<file path="config.mk">
export PLATFORM = sky130hd
export DESIGN_NAME = thermo_bar_driver
export DESIGN_NICKNAME = d
export VERILOG_FILES = /design/src/rtl/thermo_bar_driver_pkg.sv /design/src/rtl/thermo_decode.sv /design/src/rtl/thermo_bar_driver.sv
export SDC_FILE = /design/constraint.sdc
export NUM_CORES = 1
export LEC_CHECK = 0
export ABC_AREA = 1
export ABC_CLOCK_PERIOD_IN_PS = 3400
export BUFFER_PORTS_ARGS = -buffer_cell sky130_fd_sc_hd__buf_4
export CAP_MARGIN = 5
export CORE_MARGIN = 8
export CORE_UTILIZATION = 47
export DETAILED_ROUTE_END_ITERATION = 10
export MAX_ROUTING_LAYER = met4
export PLACE_DENSITY = 0.73
export SLEW_MARGIN = 20
export SYNTH_ARGS = -nofsm -noshare
export SYNTH_HDL_FRONTEND = slang
export SYNTH_SLANG_ARGS = --single-unit
</file>
<file path="constraint.sdc">
create_clock -name clk -period 3.4 [get_ports clk]
set_input_delay 0.34 -clock clk [delete_from_list [all_inputs] [get_ports clk]]
set_output_delay 0.34 -clock clk [all_outputs]
set_load 0.03 [all_outputs]
</file>
<file path="src/rtl/thermo_bar_driver_pkg.sv">
// Shared definitions for the LED bar-graph driver: display-mode encodings
// and the width of the displayed-level bus.
package thermo_bar_driver_pkg;

    localparam logic MODE_BAR = 1'b0;  // thermometer fill
    localparam logic MODE_DOT = 1'b1;  // single lit LED

    // Width needed to hold a level in 0..n_leds inclusive.
    function automatic int lvl_width(input int n_leds);
        return $clog2(n_leds + 1);
    endfunction

endpackage

</file>
<file path="src/rtl/thermo_decode.sv">
// Combinational level-to-LED decoder. Bar mode lights every LED below the
// level; dot mode lights only the LED at position level-1. Level 0 is dark.
module thermo_decode
    import thermo_bar_driver_pkg::*;
#(
    parameter int N_LEDS = 10,
    parameter int LVL_W  = lvl_width(N_LEDS)
) (
    input  logic [LVL_W-1:0]  level,
    input  logic              mode,
    output logic [N_LEDS-1:0] leds
);

    // Per-LED compare against the level; pure combinational decode.
    always_comb begin
        // NOTE: default every combinational output first so no path leaves it unassigned (avoids latches).
        leds = '0;
        for (int i = 0; i < N_LEDS; i++) begin
            if (mode == MODE_DOT) leds[i] = (int'(level) == i + 1);
            else                  leds[i] = (i < int'(level));
        end
    end

endmodule

</file>
<file path="src/rtl/thermo_bar_driver.sv">
// LED bar-graph driver. Latches a saturated target level on value_valid and
// ramps the displayed level toward it by one LED per prescaled step tick.
// The LED pattern is registered one clock after level/mode.
// Optional feature: define PEAK_HOLD_EN to add a held, slowly decaying
// peak-indicator LED on top of the bar or dot.
module thermo_bar_driver
    import thermo_bar_driver_pkg::*;
#(
    parameter int  N_LEDS          = 10,
    parameter int  VAL_W           = 4,
    parameter int  STEP_DIV        = 5000000,
    parameter int  PEAK_HOLD_STEPS = 20,
    localparam int LVL_W           = lvl_width(N_LEDS)
) (
    input  logic              clk,
    input  logic              rst_n,
    input  logic [VAL_W-1:0]  value,
    input  logic              value_valid,
    input  logic              mode,
    output logic [N_LEDS-1:0] leds,
    output logic [LVL_W-1:0]  level,
    output logic              busy
);

    localparam int              PW       = $clog2(STEP_DIV);
    localparam logic [PW-1:0]   DIV_LAST = PW'(STEP_DIV - 1);
    localparam logic [LVL_W-1:0] LVL_MAX = LVL_W'(N_LEDS);

    // Reject configurations the ramp and prescaler cannot support.
    if (N_LEDS < 2 || STEP_DIV < 2 || PEAK_HOLD_STEPS < 1) begin : g_bad_params
        $error("thermo_bar_driver: N_LEDS and STEP_DIV must be >= 2, PEAK_HOLD_STEPS >= 1");
    end

    logic [PW-1:0]     cnt_q, cnt_d;
    logic              step_tick;
    logic [LVL_W-1:0]  target_q, target_d;
    logic [LVL_W-1:0]  level_q, level_d;
    logic [N_LEDS-1:0] leds_q, leds_d;
    logic [N_LEDS-1:0] level_vec;

    assign step_tick = (cnt_q == DIV_LAST);

    // Free-running prescaler, wraps after the tick cycle.
    always_comb begin
        cnt_d = step_tick ? '0 : cnt_q + 1'b1;
    end

    // Target capture with saturation to the bar length.
    always_comb begin
        target_d = target_q;
        if (value_valid) begin
            if (int'(value) > N_LEDS) target_d = LVL_MAX;
            else                      target_d = LVL_W'(value);
        end
    end

    // One-LED-per-tick ramp toward the target held before this edge.
    always_comb begin
        level_d = level_q;
        if (step_tick) begin
            if (level_q < target_q)      level_d = level_q + 1'b1;
            else if (level_q > target_q) level_d = level_q - 1'b1;
        end
    end

    thermo_decode #(.N_LEDS(N_LEDS), .LVL_W(LVL_W)) u_level_decode (
        .level (level_q),
        .mode  (mode),
        .leds  (level_vec)
    );

`ifdef PEAK_HOLD_EN
    localparam int                HOLD_W    = $clog2(PEAK_HOLD_STEPS + 1);
    localparam logic [HOLD_W-1:0] HOLD_LOAD = HOLD_W'(PEAK_HOLD_STEPS);

    logic [LVL_W-1:0]  peak_q, peak_d;
    logic [HOLD_W-1:0] hold_q, hold_d;
    logic [N_LEDS-1:0] peak_vec;

    // Peak tracking: capture new maxima, hold, then decay toward the level.
    always_comb begin
        peak_d = peak_q;
        hold_d = hold_q;
        if (level_q > peak_q) begin
            peak_d = level_q;
            hold_d = HOLD_LOAD;
        end else if (step_tick) begin
            if (hold_q != '0)         hold_d = hold_q - 1'b1;
            else if (peak_q > level_q) peak_d = peak_q - 1'b1;
        end
    end

    // The peak indicator is always a single LED, whatever the display mode.
    thermo_decode #(.N_LEDS(N_LEDS), .LVL_W(LVL_W)) u_peak_decode (
        .level (peak_q),
        .mode  (MODE_DOT),
        .leds  (peak_vec)
    );

    // Peak state registers.
    always_ff @(posedge clk or negedge rst_n) begin
        if (!rst_n) begin
            peak_q <= '0;
            hold_q <= '0;
        end else begin
            peak_q <= peak_d;
            hold_q <= hold_d;
        end
    end

    // LED pattern: level decode with the peak LED overlaid.
    always_comb begin
        leds_d = level_vec | peak_vec;
    end
`else
    // LED pattern: level decode only.
    always_comb begin
        leds_d = level_vec;
    end
`endif

    // Prescaler, target, level and registered LED outputs.
    always_ff @(posedge clk or negedge rst_n) begin
        if (!rst_n) begin
            cnt_q    <= '0;
            target_q <= '0;
            level_q  <= '0;
            leds_q   <= '0;
        end else begin
            // NOTE: state is updated with non-blocking assignments so every flop samples pre-edge values.
            cnt_q    <= cnt_d;
            target_q <= target_d;
            level_q  <= level_d;
            leds_q   <= leds_d;
        end
    end

    assign leds  = leds_q;
    assign level = level_q;
    assign busy  = (level_q != target_q);

endmodule

</file>
# Word level (Yosys, flattened, before mapping)
# Cells that the tools add are included.
word_totals:
  ff_bits: 41
  input_bits: 8
  output_inout_bits: 15
op_classes:
  n_addsub: 3
  n_lt_le_gt_ge: 13
  eq_ne: 12
  mux: 14
  reduce_logical: 2
op_table:
  columns: ["cell", "n"]
  rows:
  - ["$eq A4 B4 Y1 const B", 7]
  - ["$add A23 B1 Y23 const B", 1]
  - ["$eq A23 B23 Y1 const B", 1]
  - ["$mux W23", 1]
  - ["$lt A3 B4 Y1 const A", 4]
  - ["$mux W4", 3]
  - ["$mux W1", 10]
  - ["$eq A4 B3 Y1 const B", 2]
  - ["$lt A1 B4 Y1 const A", 2]
  - ["$lt A2 B4 Y1 const A", 2]
  - ["$lt A4 B4 Y1 const A", 2]
  - ["$add A4 B1 Y4 const B", 1]
  - ["$eq A4 B2 Y1 const B", 1]
  - ["$gt A4 B4 Y1", 1]
  - ["$gt A4 B4 Y1 const B", 1]
  - ["$lt A4 B4 Y1", 1]
  - ["$ne A4 B4 Y1", 1]
  - ["$sub A4 B1 Y4 const B", 1]
  - ["$reduce_and A2 Y1", 1]
  - ["$reduce_bool A2 Y1", 1]

# Longest topological paths before layout
depth:
  depth_word: 3
  ltp_mapped: 12

# Cells and area by module
# A second synthesis with hierarchy kept.
hier_totals:
  hier_cells: 312
  hier_area_um2: 2377.3
modules_own_cells:
  columns: ["module", "n_inst", "cells_each", "area_each_um2", "seq_area_each_um2"]
  rows:
  - ["thermo_bar_driver", 1, 264, 2158.3, 1026.0]
  - ["thermo_decode", 1, 48, 219.0, 0.0]

# Worst setup path after synthesis
# Ideal clock, no wire load.
synth_timing:
  kind: "reg2reg"
  from: "register level_q[0], in the netlist level[0]"
  to: "register level_q[0], in the netlist level[0]"
  arrival_time_ns: 1.765
  required_ns: 3.283
  path_slack_ns: 1.518
  path_stages_with_launch: 10
  path_buffers: 0
  synth_period_minus_slack_ns: 1.882
  path_cell_list: "dfrtp_1 inv_1 ha_1 nand3_1 inv_1 nand2_1 inv_1 nor2_4 nand2_1 nand2_1"
synth_between:
  elab_chain_len: 3
  elab_cells_between_ends: 8
  cone_classes: "2 x add/sub; 2 x order compare; 2 x mux; 2 x reduce/logical"
synth_lines:
  columns: ["item", "line", "text"]
  rows:
  - ["from (decl)", "thermo_bar_driver.sv:37", "logic [LVL_W-1:0] level_q, level_d;"]
  - ["from (signal assigned)", "thermo_bar_driver.sv:133", "level_q <= level_d;"]
  - ["$sub A4 B1 Y4, or another cell as far along", "thermo_bar_driver.sv:62", "else if (level_q > target_q) level_d = level_q - 1'b1;"]
  - ["$mux W4 or $reduce_bool A2 Y1 (tied branches)", null, null]
  - ["$mux W4 or $reduce_and A2 Y1 (tied branches)", null, null]
# Parallel ways exist; a longest one is shown, timed or not. The select of a mux whose other input is x is not followed.
# A chain may end at the register's enable or synchronous reset.

# Worst setup path after layout
layout_timing:
  from: "register level_q[2], in the netlist level[2]"
  to: "output busy"
layout_between:
  elab_chain_len: 1
layout_lines:
  columns: ["item", "line", "text"]
  rows:
  - ["$ne A4 B4 Y1", "thermo_bar_driver.sv:140", "assign busy = (level_q != target_q);"]
  - ["to (decl)", "thermo_bar_driver.sv:22", "output logic busy"]
# No other way between the ends.

==> run_summary.xml <==
<?xml version="1.0" encoding="UTF-8"?>
<metrics>
  <group name="power_and_ir_drop">
    <metric name="internal_power" unit="uW">650</metric>
    <metric name="peakVddDrop" unit="uV">140</metric>
    <metric name="netSwitchingPower" unit="uW">212</metric>
    <metric name="switching_fraction" unit="">0.246</metric>
    <metric name="power_frac_seq" unit="">0.572</metric>
    <metric name="pwr-share-comb" unit="">0.043</metric>
    <metric name="leakagePower" unit="uW">0.00149</metric>
    <metric name="power_frac_clock" unit="">0.385</metric>
    <metric name="power_density_normalized_to_cell_area" unit="nW/um2">307</metric>
    <metric name="total_power" unit="uW">861</metric>
  </group>
  <group name="grt">
    <metric name="grt_antenna_before_repair" unit="">0</metric>
    <metric name="grt_start_max_net_pins" unit="">42</metric>
    <metric name="globalRouteOverflowTotal" unit="">0</metric>
    <metric name="wire_length_of_the_first_global_routing_pass" unit="um">9420</metric>
    <metric name="via_count_of_the_first_global_routing_pass" unit="">2138</metric>
    <metric name="grt_usage" unit="">0.154</metric>
  </group>
  <group name="place">
    <metric name="place_congestion" unit="">0.880</metric>
    <metric name="dpl_worst_slack" unit="ns">1.71</metric>
    <metric name="hpwl" unit="um">3850</metric>
    <metric name="detailed_place.area" unit="um2">2720</metric>
    <metric name="portBuffers" unit="">22</metric>
  </group>
  <group name="detailed_routing">
    <metric name="ant_nets" unit="">0</metric>
    <metric name="routed_wl" unit="um">5130</metric>
    <metric name="via_count" unit="">2105</metric>
    <metric name="drt-pass1-iter-count" unit="">5</metric>
    <metric name="drt_iter0_markers" unit="">113</metric>
    <metric name="vias_per_cell" unit="">4.81</metric>
    <metric name="drt_drc_violations_left" unit="">0</metric>
    <metric name="routed_wire_length_per_instance" unit="um">11.7</metric>
  </group>
  <group name="clock_tree">
    <metric name="cts-htree-levels" unit="">2</metric>
    <metric name="number_of_buffers_on_the_longest_clock_path" unit="">2</metric>
    <metric name="clkTransAtPathRegs" unit="ns">0.09</metric>
    <metric name="root_buffer" unit="">sky130_fd_sc_hd__clkbuf_8</metric>
    <metric name="clkLatencyLatePin" unit="ns">0.30</metric>
    <metric name="cts_tree" unit="">done</metric>
    <metric name="numCtsBuffers" unit="">5</metric>
    <metric name="postCtsHoldBufs" unit="">0</metric>
    <metric name="post_cts.repair.setup_buffers" unit="">0</metric>
    <metric name="tritoncts_num_sinks" unit="">41</metric>
    <metric name="postCtsResizedCells" unit="">0</metric>
  </group>
  <group name="worst_setup_path">
    <metric name="required" unit="ns">3.06</metric>
    <metric name="timing.reg2reg.worst_path_depth" unit="">8</metric>
    <metric name="worstSetupStartpointType" unit="">flip-flop</metric>
    <metric name="worst_ep_arrival_time" unit="ns">1.58</metric>
    <metric name="endpoint_of_the_most_critical_register_to_register_path" unit="">level[0]</metric>
    <metric name="worstReg2RegStart" unit="">level[3]</metric>
    <metric name="crit_path_start" unit="">level[2]</metric>
    <metric name="worstPathMaxFanout" unit="">12</metric>
    <metric name="capturing_element_type_of_the_critical_path" unit="">output port</metric>
    <metric name="timing.reg2reg.setup_slack" unit="ns">1.68</metric>
    <metric name="setup.worst_path.class" unit="">flip-flop to output port</metric>
  </group>
  <group name="die">
    <metric name="die_height" unit="um">88.5</metric>
    <metric name="floorplan.io_pins" unit="">23</metric>
    <metric name="core_area" unit="um2">5110</metric>
    <metric name="std_cell_rows" unit="">26</metric>
    <metric name="fp.dieArea" unit="um2">7840</metric>
    <metric name="initial_utilization" unit="">0.484</metric>
    <metric name="die_x" unit="um">88.5</metric>
  </group>
  <group name="yosys">
    <metric name="synth-async-reset-ratio" unit="">1.00</metric>
    <metric name="yosys_warnings" unit="">0</metric>
    <metric name="count_of_unique_library_cells_instantiated_by_yosys" unit="">30</metric>
    <metric name="ys_seq_elements" unit="">41</metric>
    <metric name="syn_area" unit="um2">2470</metric>
    <metric name="ys_seq_area_frac" unit="">0.415</metric>
    <metric name="synth_nets" unit="">358</metric>
    <metric name="synth_edf_count" unit="">0</metric>
    <metric name="ys.flop_type" unit="">sky130_fd_sc_hd__dfrtp_1</metric>
    <metric name="netlist_instances" unit="">340</metric>
    <metric name="avgSynthCellArea" unit="um2">7.28</metric>
  </group>
  <group name="timing">
    <metric name="final.min_clock_period" unit="ns">1.92</metric>
    <metric name="finalMaxSlewViolations" unit="">0</metric>
    <metric name="final_critical_path_setup_slack" unit="ns">1.48</metric>
    <metric name="fin_tns_setup" unit="ns">0</metric>
    <metric name="finalHoldViolCount" unit="">0</metric>
    <metric name="grt_setup_unrepaired" unit="">no</metric>
    <metric name="clock_skew" unit="ns">0.00637</metric>
    <metric name="final_min_period_over_clock_period" unit="">0.565</metric>
    <metric name="timing.slew.headroom" unit="">0.663</metric>
    <metric name="timing_worst_slew_pin_value" unit="ns">0.505</metric>
    <metric name="fmax" unit="MHz">520</metric>
    <metric name="setup_viol" unit="">0</metric>
  </group>
  <group name="layout">
    <metric name="net_total_in_the_final_layout" unit="">385</metric>
    <metric name="final_cell_area" unit="um2">2810</metric>
    <metric name="layout-area-overhead-vs-synth" unit="%">13.6</metric>
    <metric name="num_antenna_cells" unit="">0</metric>
    <metric name="fill_cells" unit="">500</metric>
    <metric name="share_of_post_route_cells_with_drive_strength_above_1" unit="">0.133</metric>
  </group>
  <group name="job">
    <metric name="count_of_maximum_capacitance_violations" unit="">0</metric>
  </group>
  <group name="status">
    <metric name="status" unit="">finished clean</metric>
  </group>
  <group name="hold_path">
    <metric name="min-delay-path-class" unit="">input port to async pin</metric>
  </group>
</metrics>
cell usage after synthesis (3+ instances only):
cell type | count | area [um2]
sky130_fd_sc_hd__nand2_1 | 102 | 383
sky130_fd_sc_hd__inv_1 | 57 | 214
sky130_fd_sc_hd__nor2_1 | 47 | 176
sky130_fd_sc_hd__dfrtp_1 | 41 | 1030
sky130_fd_sc_hd__nand3_1 | 19 | 95.1
sky130_fd_sc_hd__o21ai_0 | 11 | 55.1
sky130_fd_sc_hd__ha_1 | 10 | 125
sky130_fd_sc_hd__xor2_1 | 7 | 61.3
sky130_fd_sc_hd__nand4_1 | 5 | 31.3
sky130_fd_sc_hd__a21oi_1 | 4 | 20.0
sky130_fd_sc_hd__nor2_2 | 4 | 25.0
sky130_fd_sc_hd__nor3_1 | 4 | 20.0
sky130_fd_sc_hd__o22ai_1 | 4 | 25.0
sky130_fd_sc_hd__inv_2 | 3 | 11.3
sky130_fd_sc_hd__nor2_4 | 3 | 33.8
routing by layer:
layer / wire length (um) / part of all wire / GRT usage / up-vias
met5: 0 / 0 / - / -
met4: 75 / 0.015 / 0.0384 / 0
met3: 262 / 0.051 / 0.0381 / 10
met2: 2350 / 0.46 / 0.234 / 70
met1: 2440 / 0.48 / 0.201 / 928
li1: - / - / - / 1097
power by group through the flow:
stage	Clock [uW]	Sequential [uW]	Combinational [uW]
final	332	493	37.1
after global routing	359	493	45.2
after CTS	337	493	38.4
after detailed placement	0	503	38.3
after global placement	0	503	37.6
after floorplan	0	502	16.7
logic make-up (layout without fill, tap and decap cells):
family,Yosys count,in the layout,share of synthesized area
AND/OR/NAND/NOR,194,194,0.354
buffers and inverters,62,90,0.0946
flip-flops,41,41,0.415
AO/OA/AOI/OAI,24,24,0.0541
adder cells (fa/ha/maj),10,10,0.0506
XOR/XNOR,9,9,0.0319
worst max path at each step:
stage | to | slack [ns] | depth (start not counted)
finish | busy | 1.48 | 5
global placement | level[0] | 1.75 | 8
CTS | busy | 1.47 | 5
floorplan | level[0] | 1.52 | 9
detailed placement | level[0] | 1.71 | 8
global route | busy | 1.37 | 5
critical path: stages, from the launching register on:
cell and delay [ns]:
sky130_fd_sc_hd__dfrtp_1 0.53, sky130_fd_sc_hd__ha_1 0.36, sky130_fd_sc_hd__nand2_1 0.04, sky130_fd_sc_hd__inv_1 0.06, sky130_fd_sc_hd__nand3_1 0.10, sky130_fd_sc_hd__buf_4 0.19
metrics by stage:
step	std cells	hold WS, ns	util
2_1_floorplan	340	0.0444	-
3_3_place_gp	430	0.347	0.532
3_5_place_dp	430	0.355	0.532
4_1_cts	438	0.0318	0.550
5_1_grt	438	0.0654	0.550
6_report	438	0.00377	0.550
cells in the final DEF (no fill, tap or decap), types with 2 or more instances in the layout:
| master | count |
|---|---|
| sky130_fd_sc_hd__nor2_1 | 47 |
| sky130_fd_sc_hd__ha_1 | 10 |
| sky130_fd_sc_hd__dfrtp_1 | 41 |
| sky130_fd_sc_hd__clkinv_4 | 2 |
| sky130_fd_sc_hd__xor2_1 | 7 |
| sky130_fd_sc_hd__nand3_1 | 19 |
| sky130_fd_sc_hd__nand4_1 | 5 |
| sky130_fd_sc_hd__nand3_2 | 2 |
| sky130_fd_sc_hd__nor2_2 | 4 |
| sky130_fd_sc_hd__nand3_4 | 2 |
| sky130_fd_sc_hd__nand2_2 | 2 |
| sky130_fd_sc_hd__buf_4 | 22 |
| sky130_fd_sc_hd__nand2_1 | 102 |
| sky130_fd_sc_hd__inv_2 | 3 |
| sky130_fd_sc_hd__clkbuf_8 | 5 |
| sky130_fd_sc_hd__a21oi_1 | 4 |
| sky130_fd_sc_hd__nor3_1 | 4 |
| sky130_fd_sc_hd__xnor2_1 | 2 |
| sky130_fd_sc_hd__o22ai_1 | 4 |
| sky130_fd_sc_hd__inv_1 | 57 |
| sky130_fd_sc_hd__nor2_4 | 3 |
| sky130_fd_sc_hd__o21ai_0 | 11 |
final cells by class:
| cell class | count | area [um2] | share of cell area |
|---|---|---|---|
| Clock buffer | 5 | 68.8 | 0.0245 |
| Clock inverter | 3 | 22.5 | 0.00802 |
| Inverter | 60 | 225 | 0.0802 |
| Multi-Input combinational cell | 237 | 1210 | 0.432 |
| Sequential cell | 41 | 1030 | 0.365 |
| Tap cell | 70 | 87.6 | 0.0312 |
| Timing Repair Buffer | 22 | 165 | 0.0588 |
state kept, by name (all words and copies together), names as in the netlist:
signal / flops
level: 4
target_q: 4
cnt_q: 23
leds: 10
Note: power is estimated with default switching activity, not from simulation.
